## config.mk

```make
export PLATFORM = sky130hd
export DESIGN_NAME = seq_timing_decoder
export DESIGN_NICKNAME = d
export VERILOG_FILES = /design/src/rtl/seq_timing_pkg.sv /design/src/rtl/seq_timing_decoder_onehot.sv /design/src/rtl/seq_timing_decoder.sv
export SDC_FILE = /design/constraint.sdc
export NUM_CORES = 1
export LEC_CHECK = 0
export CELL_PAD_IN_SITES_DETAIL_PLACEMENT = 1
export CELL_PAD_IN_SITES_GLOBAL_PLACEMENT = 1
export CORE_MARGIN = 8
export CORE_UTILIZATION = 22
export DETAILED_ROUTE_END_ITERATION = 16
export PLACE_DENSITY = 0.85
export SLEW_MARGIN = 0
export SYNTH_ARGS = -nofsm -noshare
export SYNTH_HDL_FRONTEND = slang
export SYNTH_SLANG_ARGS = --single-unit
export TNS_END_PERCENT = 10
```

## constraint.sdc

```tcl
create_clock -name CLK -period 3 [get_ports CLK]
set_input_delay 0.45 -clock CLK [delete_from_list [all_inputs] [get_ports CLK]]
set_output_delay 0.45 -clock CLK [all_outputs]
set_load 0.01 [all_outputs]
```

## src/rtl/seq_timing_pkg.sv

```systemverilog
// Shared definitions for the CPU sequence counter / timing decoder.
package seq_timing_pkg;

  // Default width of the sequence count and the matching number of timing lines.
  localparam int DEF_SEL_W = 3;
  localparam int DEF_OUT_N = 2 ** DEF_SEL_W;

  // Control-priority encoding, shared with the control-unit FSM.
  // Lower code means higher priority when several controls are asserted.
  typedef logic [2:0] prio_t;
  localparam prio_t P_RST  = 3'd0;
  localparam prio_t P_CLR  = 3'd1;
  localparam prio_t P_LD   = 3'd2;
  localparam prio_t P_EN   = 3'd3;
  localparam prio_t P_HOLD = 3'd4;

  // One-hot decode of a default-width select value.
  function automatic logic [DEF_OUT_N-1:0] onehot(input logic [DEF_SEL_W-1:0] sel);
    logic [DEF_OUT_N-1:0] y;
    y      = '0;
    y[sel] = 1'b1;
    return y;
  endfunction

endpackage

```

## src/rtl/seq_timing_decoder_onehot.sv

```systemverilog
// Generalised N-way one-hot decoder with output enable (replaces a fixed 3-to-8).
module onehot_decoder #(
  parameter int SEL_W = 3
) (
  input  logic [SEL_W-1:0]      SEL,
  input  logic                  EN,
  output logic [2**SEL_W-1:0]   Y
);

  // Exactly one line high when enabled, all low otherwise.
  always_comb begin
    Y = '0;
    if (EN) begin
      Y[SEL] = 1'b1;
    end
  end

endmodule

```

## src/rtl/seq_timing_decoder.sv

```systemverilog
// Sequence counter with fused one-hot timing decoder. Produces T[0..OUT_N-1]
// that step the control unit through fetch/decode/execute, with load, clear,
// hold, a wrap pulse and a rejected-load pulse.
module seq_timing_decoder
  import seq_timing_pkg::*;
#(
  parameter int SEL_W      = DEF_SEL_W,
  parameter int OUT_N      = 2 ** SEL_W,
  parameter int LAST_STATE = 2 ** SEL_W - 1
) (
  input  logic             CLK,
  input  logic             RST,
  input  logic             EN,
  input  logic             CLR,
  input  logic             LD,
  input  logic [SEL_W-1:0] LD_VAL,
  input  logic             DEC_EN,
  output logic [OUT_N-1:0] T,
  output logic [SEL_W-1:0] SC,
  output logic             WRAP,
  output logic             LD_ERR
);

  // Terminal count in counter width, and terminal+1 in increment width so the
  // wrap test never depends on SEL_W-bit overflow.
  localparam logic [SEL_W-1:0] LAST_V  = SEL_W'(LAST_STATE);
  localparam logic [SEL_W:0]   TERM_P1 = (SEL_W + 1)'(LAST_STATE + 1);

  logic [SEL_W-1:0] sc_q, sc_d;
  logic             wrap_q, wrap_d;
  logic             ld_err_q, ld_err_d;
  logic [SEL_W:0]   sc_inc;
  logic             at_last;
  logic             ld_ok;
  prio_t            ctrl;

  assign sc_inc  = {1'b0, sc_q} + {{SEL_W{1'b0}}, 1'b1};
  assign at_last = (sc_inc == TERM_P1);
  assign ld_ok   = (LD_VAL <= LAST_V);

  // Resolve simultaneous controls into a single winner: RST > CLR > LD > EN > hold.
  always_comb begin
    ctrl = P_HOLD;
    if (RST) begin
      ctrl = P_RST;
    end else if (CLR) begin
      ctrl = P_CLR;
    end else if (LD) begin
      ctrl = P_LD;
    end else if (EN) begin
      ctrl = P_EN;
    end
  end

  // Next-state mux for the count and the two single-cycle flags.
  always_comb begin
    sc_d     = sc_q;
    wrap_d   = 1'b0;
    ld_err_d = 1'b0;
    case (ctrl)
      P_RST: begin
        sc_d = '0;
      end
      P_CLR: begin
        // End-of-instruction clear; any simultaneous load is dropped silently.
        sc_d = '0;
      end
      P_LD: begin
        if (ld_ok) begin
          sc_d = LD_VAL;
        end else begin
          ld_err_d = 1'b1;
        end
      end
      P_EN: begin
        if (at_last) begin
          sc_d   = '0;
          wrap_d = 1'b1;
        end else begin
          sc_d = sc_inc[SEL_W-1:0];
        end
      end
      default: begin
        sc_d = sc_q;
      end
    endcase
  end

  // Count and flag registers with synchronous reset.
  always_ff @(posedge CLK) begin
    if (RST) begin
      sc_q     <= '0;
      wrap_q   <= 1'b0;
      ld_err_q <= 1'b0;
    end else begin
      sc_q     <= sc_d;
      wrap_q   <= wrap_d;
      ld_err_q <= ld_err_d;
    end
  end

  assign SC     = sc_q;
  assign WRAP   = wrap_q;
  assign LD_ERR = ld_err_q;

  // T is a pure decode of the registered count, gated by DEC_EN.
  onehot_decoder #(
    .SEL_W (SEL_W)
  ) u_dec (
    .SEL (sc_q),
    .EN  (DEC_EN),
    .Y   (T)
  );

endmodule

```

==> results of run 1 <==
==> cell type report <==
type / instances / area, sq um / share of cell area [%]
clock buffers: 4 / 26.3 / 4.83
multi-input cells: 29 / 185 / 34.0
repair buffers: 21 / 210 / 38.6
well taps: 15 / 18.8 / 3.45
inverters: 1 / 3.75 / 0.690
flip-flops and latches: 5 / 100 / 18.4
==> logic make-up after synthesis <==
logic type	synth area share (%)
DFF	34.6
and+or+nand+nor	32.9
buffers and inverters	1.30
muxes	8.66
AOI/OAI and AO/OA	13.9
other	1.30
xor gates and xnor gates	3.03
adders and majority gates	4.33
==> metrics by stage <==
| stage | power (uW) | hold slack (ns) | cell area, sq um | util [%] | worst slack [ns] |
|---|---|---|---|---|---|
| 3_3_place_gp | 117 | 0.546 | 518 | 40.8 | 0.798 |
| 2_1_floorplan | 90.7 | 0.523 | 289 | - | 1.71 |
| 3_5_place_dp | 118 | 0.551 | 518 | 40.8 | 0.772 |
| 5_1_grt | 207 | 0.587 | 544 | 42.9 | 0.731 |
| 4_1_cts | 198 | 0.554 | 544 | 42.9 | 0.766 |
| 6_report | 192 | 0.545 | 544 | 42.9 | 0.786 |
==> registers in the layout, indices dropped and copies added, names as in the netlist <==
| register | count |
|---|---|
| SC | 3 |
| WRAP | 1 |
| LD_ERR | 1 |
==> cell usage in the layout, fill, tap and decap left out, drive strengths merged, types with 3 or more instances in the layout <==
cell and count:
clkbuf 4, clkdlybuf4s50 21, dfxtp 5, nand2 3, nand2b 4, nor2 7, nor3 3
==> routing by layer <==
| metal | wire length, um | track usage, % | up-vias | part of all wire, % |
|---|---|---|---|---|
| met4 | 0 | 3.88 | 0 | 0 |
| met2 | 442 | 13.2 | 23 | 46 |
| met3 | 160 | 5.97 | 0 | 16 |
| met1 | 368 | 6.62 | 164 | 38 |
| met5 | 0 | 0 | - | 0 |
| li1 | - | - | 172 | - |
==> cells in the mapped netlist <==
library cell  n
o21ai_2       1
ha_1          1
nand3_1       1
xor2_1        1
nand2b_1      4
nand2_1       3
dfxtp_1       5
mux2_4        1
a2111oi_2     1
nor4_1        1
nor2_1        7
conb_1        1
nand4_1       1
nor3_1        3
a211oi_1      1
mux2i_1       1
o311ai_1      1
inv_1         1
==> power groups by stage <==
stage / clock, uW / combinational (uW) / sequential, uW
2_1_floorplan: 0 / 15.4 / 75.3
3_3_place_gp: 0 / 42.4 / 75.0
3_5_place_dp: 0 / 43.4 / 75.1
4_1_cts: 80.4 / 43.6 / 73.9
5_1_grt: 85.5 / 46.9 / 74.6
6_report: 75.5 / 43.0 / 73.8
==> worst reg2reg max path, cell delays in order (launching register included) <==
cell and delay, ns:
dfxtp_1 0.47, ha_1 0.25, mux2_4 0.16, o21ai_2 0.05, a2111oi_2 0.34
==> worst paths after layout <==
kind                                         start                 end
worst min register to register  SC[0]$_SDFFE_PP0P_     WRAP$_SDFF_PP0_
worst max register to register  SC[1]$_SDFFE_PP0P_  SC[2]$_SDFFE_PP0P_
worst min-delay path            SC[0]$_SDFFE_PP0P_     WRAP$_SDFF_PP0_
worst max-delay path                        DEC_EN                T[1]
==> flow_summary.ini, run 1 <==
[outcome]
status = complete, no violations

[critical_path]
worst-path-stages = 4
cpPeakStageDelay_ns = 0.56
cp-end-kind = output port
worstRegToRegCells = 4
timing.critical_path.fanout_max = 4
crit_path_frequent_cell = clkdlybuf4s50_1
worst_path_max_delay_cell = clkdlybuf4s50_1
reg2reg_slack_ns = 1.64
path_cells = clkdlybuf4s50_1 -> nand2_1 -> nor3_1 -> clkdlybuf4s50_1
cp_data_arrival_time_ns = 1.76
path_class = primary input to output port
critPathBufInv = 2
critPathLaunchType = primary input
path_delay_family = buffers and inverters
cp.required_ns = 2.55

[sta]
fin_setup_tns_ns = 0
rsz0062_at_grt = false
final.period_utilization_pct = 73.8
slew_viol_final = 0
hold_viol_final = 0
clock_skew_ns = 0.00193
finalSetupViolations = 0
min_period_ns = 2.21
fmax_ghz = 0.452

[detailed_routing]
drc = 0
via_per_inst = 4.79
drtIter0Drc = 1
drtPass1Iterations = 5
drtAntennaViolNets = 0
routed_wl_um = 971
routedWlPerCell_um = 12.9
via_count = 359

[clocking]
post_cts_buffers = 0
clk_transition_reported_paths_ns = 0.04
clk_latency_ns = 0.24
cts.path.max_buffers = 2
root_buffer = clkbuf_4
cts_buffers = 3
cts_sinks = 5
h-tree-depth = 1
ctsHoldBuffers = 0
cts.repair.resized = 0
cts_tree = built

[synthesis]
syn_area_sq_um = 289
ys_ff_latch = 5
synth_top_area_share_pct = 34.6
synth_area_leader_cell = dfxtp_1
syn_inst = 35
synth.distinct_cells = 18
postSynthAreaPerCell_sq_um = 8.26
synth-seq-area-share_pct = 34.6
ys_top_cells_by_area = dfxtp_1, nor2_1, nand2b_1, nor3_1, a2111oi_2
synth_nets = 45
synth_warnings = 0

[power_and_ir_drop]
p_leak_uw = 0.000204
p_sw_uw = 46.9
internal_power_uw = 145
powerDensity_nw_per_um2 = 353
pwr-share-clk_pct = 39.3
power_frac_comb_pct = 22.3
ir_drop_mv = 0.258
seq_power_share_pct = 38.4
netSwitchingFraction_pct = 24.4

[global_route]
grt-ovfl-total = 0
grt_pass1_vias = 365
grtUsageTotal_pct = 7.82
grt_max_degree = 9
grt_pass1_wl_um = 1570
antenna_found_initial = 0

[finish]
final_cells = 75
areaGrowthSynthToFinish_pct = 88.3
fillers = 162
nets = 71
drive_gt1_share_pct = 10.0
antenna_cells = 0

[place]
place_inst = 71
port_buffers = 21
gp_congestion = 0.761

[die]
die_h_um = 52.2
die_w_um = 52.2
dieArea_sq_um = 2730
initial_utilization_pct = 22.8
core_sq_um = 1270
placementRows = 13
io_pins = 22

[min_path]
hp-class = flop to flop
holdPathStages = 2

[job]
cap_violations = 0
Note: power is estimated with default switching activity, not from simulation.
==> run 2: changes to the inputs <==
- CORE_UTILIZATION: 22 -> 18
- PLACE_DENSITY: 0.85 -> 0.75
- clock period: 3 -> 1.9 ns (I/O delays scaled with it)
==> flow_summary.ini, run 2 (synthesis results as in run 1) <==
[critical_path]
path_class = primary input to output port
cp-end-kind = output port
timing.critical_path.fanout_max = 4
critPathLaunchType = primary input
cp.required_ns = 1.62
worstRegToRegCells = 4
cp_data_arrival_time_ns = 1.33

[die]
dieArea_sq_um = 3140
die_w_um = 56.1
die_h_um = 56.1
core_sq_um = 1510
initial_utilization_pct = 19.2
io_pins = 22
placementRows = 14

[finish]
antenna_cells = 0
drive_gt1_share_pct = 13.3
largest_reg_flops = 3
nets = 71
final_cell_mix = clkdlybuf4s50_1, nor2_1, dlymetal6s2s_1
layout_commonest_cell = clkdlybuf4s50_1
areaGrowthSynthToFinish_pct = 93.9
post-route-cell-area_sq_um = 561

[global_route]
grt-ovfl-total = 0
antenna_found_initial = 0
grt_pass1_vias = 371
grtUsageTotal_pct = 6.59
grt_pass1_wl_um = 1700
grt_max_degree = 9

[clocking]
root_buffer = clkbuf_4
cts_sinks = 5
clk_transition_reported_paths_ns = 0.04
h-tree-depth = 1
clk_latency_ns = 0.23
cts_tree = built
cts.path.max_buffers = 2
cts_buffers = 3

[place]
dp_hpwl_um = 827
port_buffers = 21
pre_cts_slack_ns = -0.0162
postPlaceCellArea_sq_um = 519
gp_congestion = 0.735

[detailed_routing]
via_per_inst = 4.70
via_count = 357
drc = 0
routed_wl_um = 1040
routedWlPerCell_um = 13.7
drtIter0Drc = 1
drtAntennaViolNets = 0
drtPass1Iterations = 3

[min_path]
hp-class = flop to flop
holdPathStages = 2

[sta]
rsz0062_at_grt = false
clock_skew_ns = 0.00490
hold_viol_final = 0
final.period_utilization_pct = 85.2
fmax_ghz = 0.618
min_period_ns = 1.62
slew_viol_final = 0
finalSetupViolations = 0
setup_ws_ns = 0.282

[power_and_ir_drop]
ir_drop_mv = 0.416
powerDensity_nw_per_um2 = 537
p_leak_uw = 0.000322
power_uw = 301

[outcome]
status = complete, no violations

[job]
cap_violations = 0
## run 2: cell count changes in the layout (fill, tap and decap cells not counted)
| cell | change |
|---|---|
| clkdlybuf4s50_1 | -8 |
| dlygate4sd2_1 | +2 |
| dlymetal6s2s_1 | +6 |
| dfxtp_1 | -2 |
| dfxtp_2 | +2 |
## run 2: path summary, 6_finish.rpt
check | slack, ns | endpoint | from
worst max-delay path | 0.28 | T[0] | DEC_EN
worst min-delay path | 0.56 | WRAP$_SDFF_PP0_ | SC[0]$_SDFFE_PP0P_
worst max register to register | 0.58 | SC[2]$_SDFFE_PP0P_ | SC[0]$_SDFFE_PP0P_
worst min register to register | 0.56 | WRAP$_SDFF_PP0_ | SC[0]$_SDFFE_PP0P_
## run 2: layout make-up
type / instances / area [sq um]
Sequential cell: 5 / 103
Fill cell: 188 / 946
Inverter: 1 / 3.75
Clock buffer: 4 / 26.3
Timing Repair Buffer: 21 / 223
Tap cell: 16 / 20.0
Multi-Input combinational cell: 29 / 185
## run 2: worst max-delay path, cell delays in order
cell and delay, ns:
clkdlybuf4s50_1 0.49, nand2b_1 0.12, nor3_1 0.14, dlygate4sd2_1 0.29
## run 2: power by group
group          switching [uW]  leakage (uW)  internal (uW)
Combinational            27.1      0.000265           38.5
Clock                    38.9     0.0000150           79.1
Sequential               7.14     0.0000419            110
## run 2: repair_timing
action | CTS | global route
gates resized for setup | 2 | 8
setup buffers | 0 | 0
hold buffers | 0 | 0
endpoints found under the setup margin | 2 | 6
## run 2: metrics by stage
step	cells	hold WS, ns	setup TNS [ns]	utilization, %
after detailed placement	72	0.579	-0.0180	34.5
final	76	0.562	0	37.2
after global routing	76	0.615	0	37.2
after global placement	72	0.560	0	34.5
after floorplan	35	0.358	0	-
after CTS	76	0.581	0	36.0
## run 2: layer usage
| layer | part of all wire [%] | track usage (%) | vias up |
|---|---|---|---|
| li1 | - | - | 173 |
| met1 | 46 | 7.52 | 162 |
| met2 | 42 | 9.19 | 20 |
| met3 | 10 | 4.34 | 2 |
| met4 | 1.5 | 3.09 | 0 |
| met5 | 0 | 0 | - |
==> patch (config.mk and constraints of run 2) <==
Register the inputs `EN`, `CLR`, `LD`, `LD_VAL` and `DEC_EN` before use. The logic sees them one clock later. Comments in the files are not updated.
--- a/src/rtl/seq_timing_decoder.sv
+++ b/src/rtl/seq_timing_decoder.sv
@@ -28,2 +28,16 @@
 
+  logic EN_q;
+  logic CLR_q;
+  logic LD_q;
+  logic [SEL_W-1:0] LD_VAL_q;
+  logic DEC_EN_q;
+
+  always_ff @(posedge CLK) begin
+    EN_q     <= EN;
+    CLR_q    <= CLR;
+    LD_q     <= LD;
+    LD_VAL_q <= LD_VAL;
+    DEC_EN_q <= DEC_EN;
+  end
+
   logic [SEL_W-1:0] sc_q, sc_d;
@@ -38,3 +52,3 @@
   assign at_last = (sc_inc == TERM_P1);
-  assign ld_ok   = (LD_VAL <= LAST_V);
+  assign ld_ok   = (LD_VAL_q <= LAST_V);
 
@@ -45,7 +59,7 @@
       ctrl = P_RST;
-    end else if (CLR) begin
+    end else if (CLR_q) begin
       ctrl = P_CLR;
-    end else if (LD) begin
+    end else if (LD_q) begin
       ctrl = P_LD;
-    end else if (EN) begin
+    end else if (EN_q) begin
       ctrl = P_EN;
@@ -69,3 +83,3 @@
         if (ld_ok) begin
-          sc_d = LD_VAL;
+          sc_d = LD_VAL_q;
         end else begin
@@ -110,3 +124,3 @@
     .SEL (sc_q),
-    .EN  (DEC_EN),
+    .EN  (DEC_EN_q),
     .Y   (T)
Formal check against the unedited RTL: not equivalent (a bounded check fails within 4 cycles, from zero or initial values and one cycle with RST high).
==> patch against run 2 <==
Power is 78% higher. Routed wire length is 6.1% higher. Die area is 35% higher. Sequential cell count is 7 higher. Design area is 29% higher. Cell count is 24% higher. Area after synthesis is 50% higher. Worst setup slack worse by 160 ps. Critical path type is now reg -> out. Critical endpoint is now T[6]. Largest power group is now registers. Highest routed layer unchanged.
==> patch: results (changes against run 2) <==
| Metric | Value |
|---|---|
| Average footprint of a synthesized cell | 10.56 um^2 (+28%) |
| Count of fill cells added during filler insertion | 281 (+49%) |
| Worst setup path end | T[6] |
| Max Clock Skew | 3.215 ps (-1.687 ps) |
| Fraction of post-synthesis cell area in the top cell type by area | 0.5549 (+0.2086) |
| Type of the tightest min-delay check | in -> reg |
| Global-route usage over all layers | 0.05641 (-0.009467) |
| Global-route track usage on met2 | 0.08199 (-0.009930) |
| Fraction of area in multi-input gates | 0.2612 (-0.06911) |
| Setup crit start | SC[0]$_SDFFE_PP0P_ |
| Design internal power | 0.4199 mW (+84%) |
| Met1 wire length | 490 um (+2.9%) |
| Quantity of gates resized following cts | 1 (-1) |
| Post-synthesis sequential area ratio | 0.5549 (+0.2086) |
| Min-Delay Path Depth | 1 (-1) |
| Fraction of met3 tracks used by global routing | 0.03952 (-0.003860) |
| Sequential share of power | 0.518 (+0.128) |
| Routed length on met2 | 457 um (+3.9%) |
| Final RePlAce weighted congestion | 0.7027 (-4.4%) |
| Critical Path AT | 1500 ps (+170 ps) |
| Count of multi-input combinational gates | 28 (-3.4%) |
| Worst Min Path Start | LD_VAL[1] |
| DRT iter0 DRCs | 13 (+12) |
| Endpoint of the worst hold path | LD_VAL_q[1]$_DFF_P_ |
| Number of flip-flops and latches in the synthesized netlist | 12 (+7) |
| Routed length per instance | 11.71 um (-14%) |
| Most area-consuming cells after synthesis | sky130_fd_sc_hd__dfxtp_1 55%, sky130_fd_sc_hd__a2111oi_2 6.9%, sky130_fd_sc_hd__nor2_1 6.1%, sky130_fd_sc_hd__nand2b_1 5.8%, sky130_fd_sc_hd__nand4b_1 4.0% |
| Worst-case setup margin in the final layout | 119.3 ps (-162.5 ps) |
| Net Count, Synth | 51 (+13%) |
| Most frequent cells after synthesis | 12 x sky130_fd_sc_hd__dfxtp_1, 7 x sky130_fd_sc_hd__nor2_1, 4 x sky130_fd_sc_hd__nand2b_1 |
| Largest fanout on the critical path | 6 (+2) |
| Share of the final layout cell area in sequential cells | 0.3374 (+0.1543) |
| Via count of the first global-routing pass | 424 (+14%) |
| Pwr/cell area | 739.1 nW/um^2 (+38%) |
| Critical Path Max Stage Delay | 550 ps (+60 ps) |
| Insertion delay of the later-clocked pin in the worst-skew pair | 270 ps (+40 ps) |
| Global-route wire length before repair | 1.876 mm (+11%) |
| Leak | 0.2934 nW (-8.9%) |
| Status | complete, no violations |
| Dpl hpwl | 926.6 um (+12%) |
| Number of vias per cell | 4.160 (-11%) |
| Total length of routed wires | 1.101 mm (+6.1%) |
| Signed area change from the synthesized netlist to the final layout | 67.05% |
| Setup slack on the worst flop-to-flop path | 700 ps (+120 ps) |
| Nets | 77 (+8.5%) |
| Cells on worst reg2reg path | 3 (-1) |
| R2R Path Start | SC[1]$_SDFFE_PP0P_ |
==> patch: changes by cell type in the layout (fill, tap and decap cells not counted), sizes merged, moves of 2 or more <==
cell,change
clkdlybuf4s50,+6
dfxtp,+7
dlygate4sd2,-2
dlymetal6s2s,-4
nand4b,+2
nor2b,+2
==> patch: cells by family after synthesis <==
family	Yosys count	synth area share
compound gates	3	0.09249
xor+xnor	1	0.02023
fa+ha+maj	1	0.02890
buf+inv	1	0.008662
flops	12	0.5549
mux	1	0.02312
other cells	1	0.008662
simple gates	21	0.2630
==> patch: worst reg2reg max path, delay by kind of cell, from the launching register on <==
kind / cells / cell delay, ps
flops: 1 / 360
fa+ha+maj: 1 / 280
compound gates: 1 / 360
mux: 1 / 80
==> patch: metrics by stage <==
stage	instance area, um^2	hold slack (ps)
final	723.2	454.4
after global routing	723.2	447.1
after CTS	715.7	449.6
after detailed placement	678.2	538.0
after global placement	678.2	528.4
after floorplan	432.9	312.7
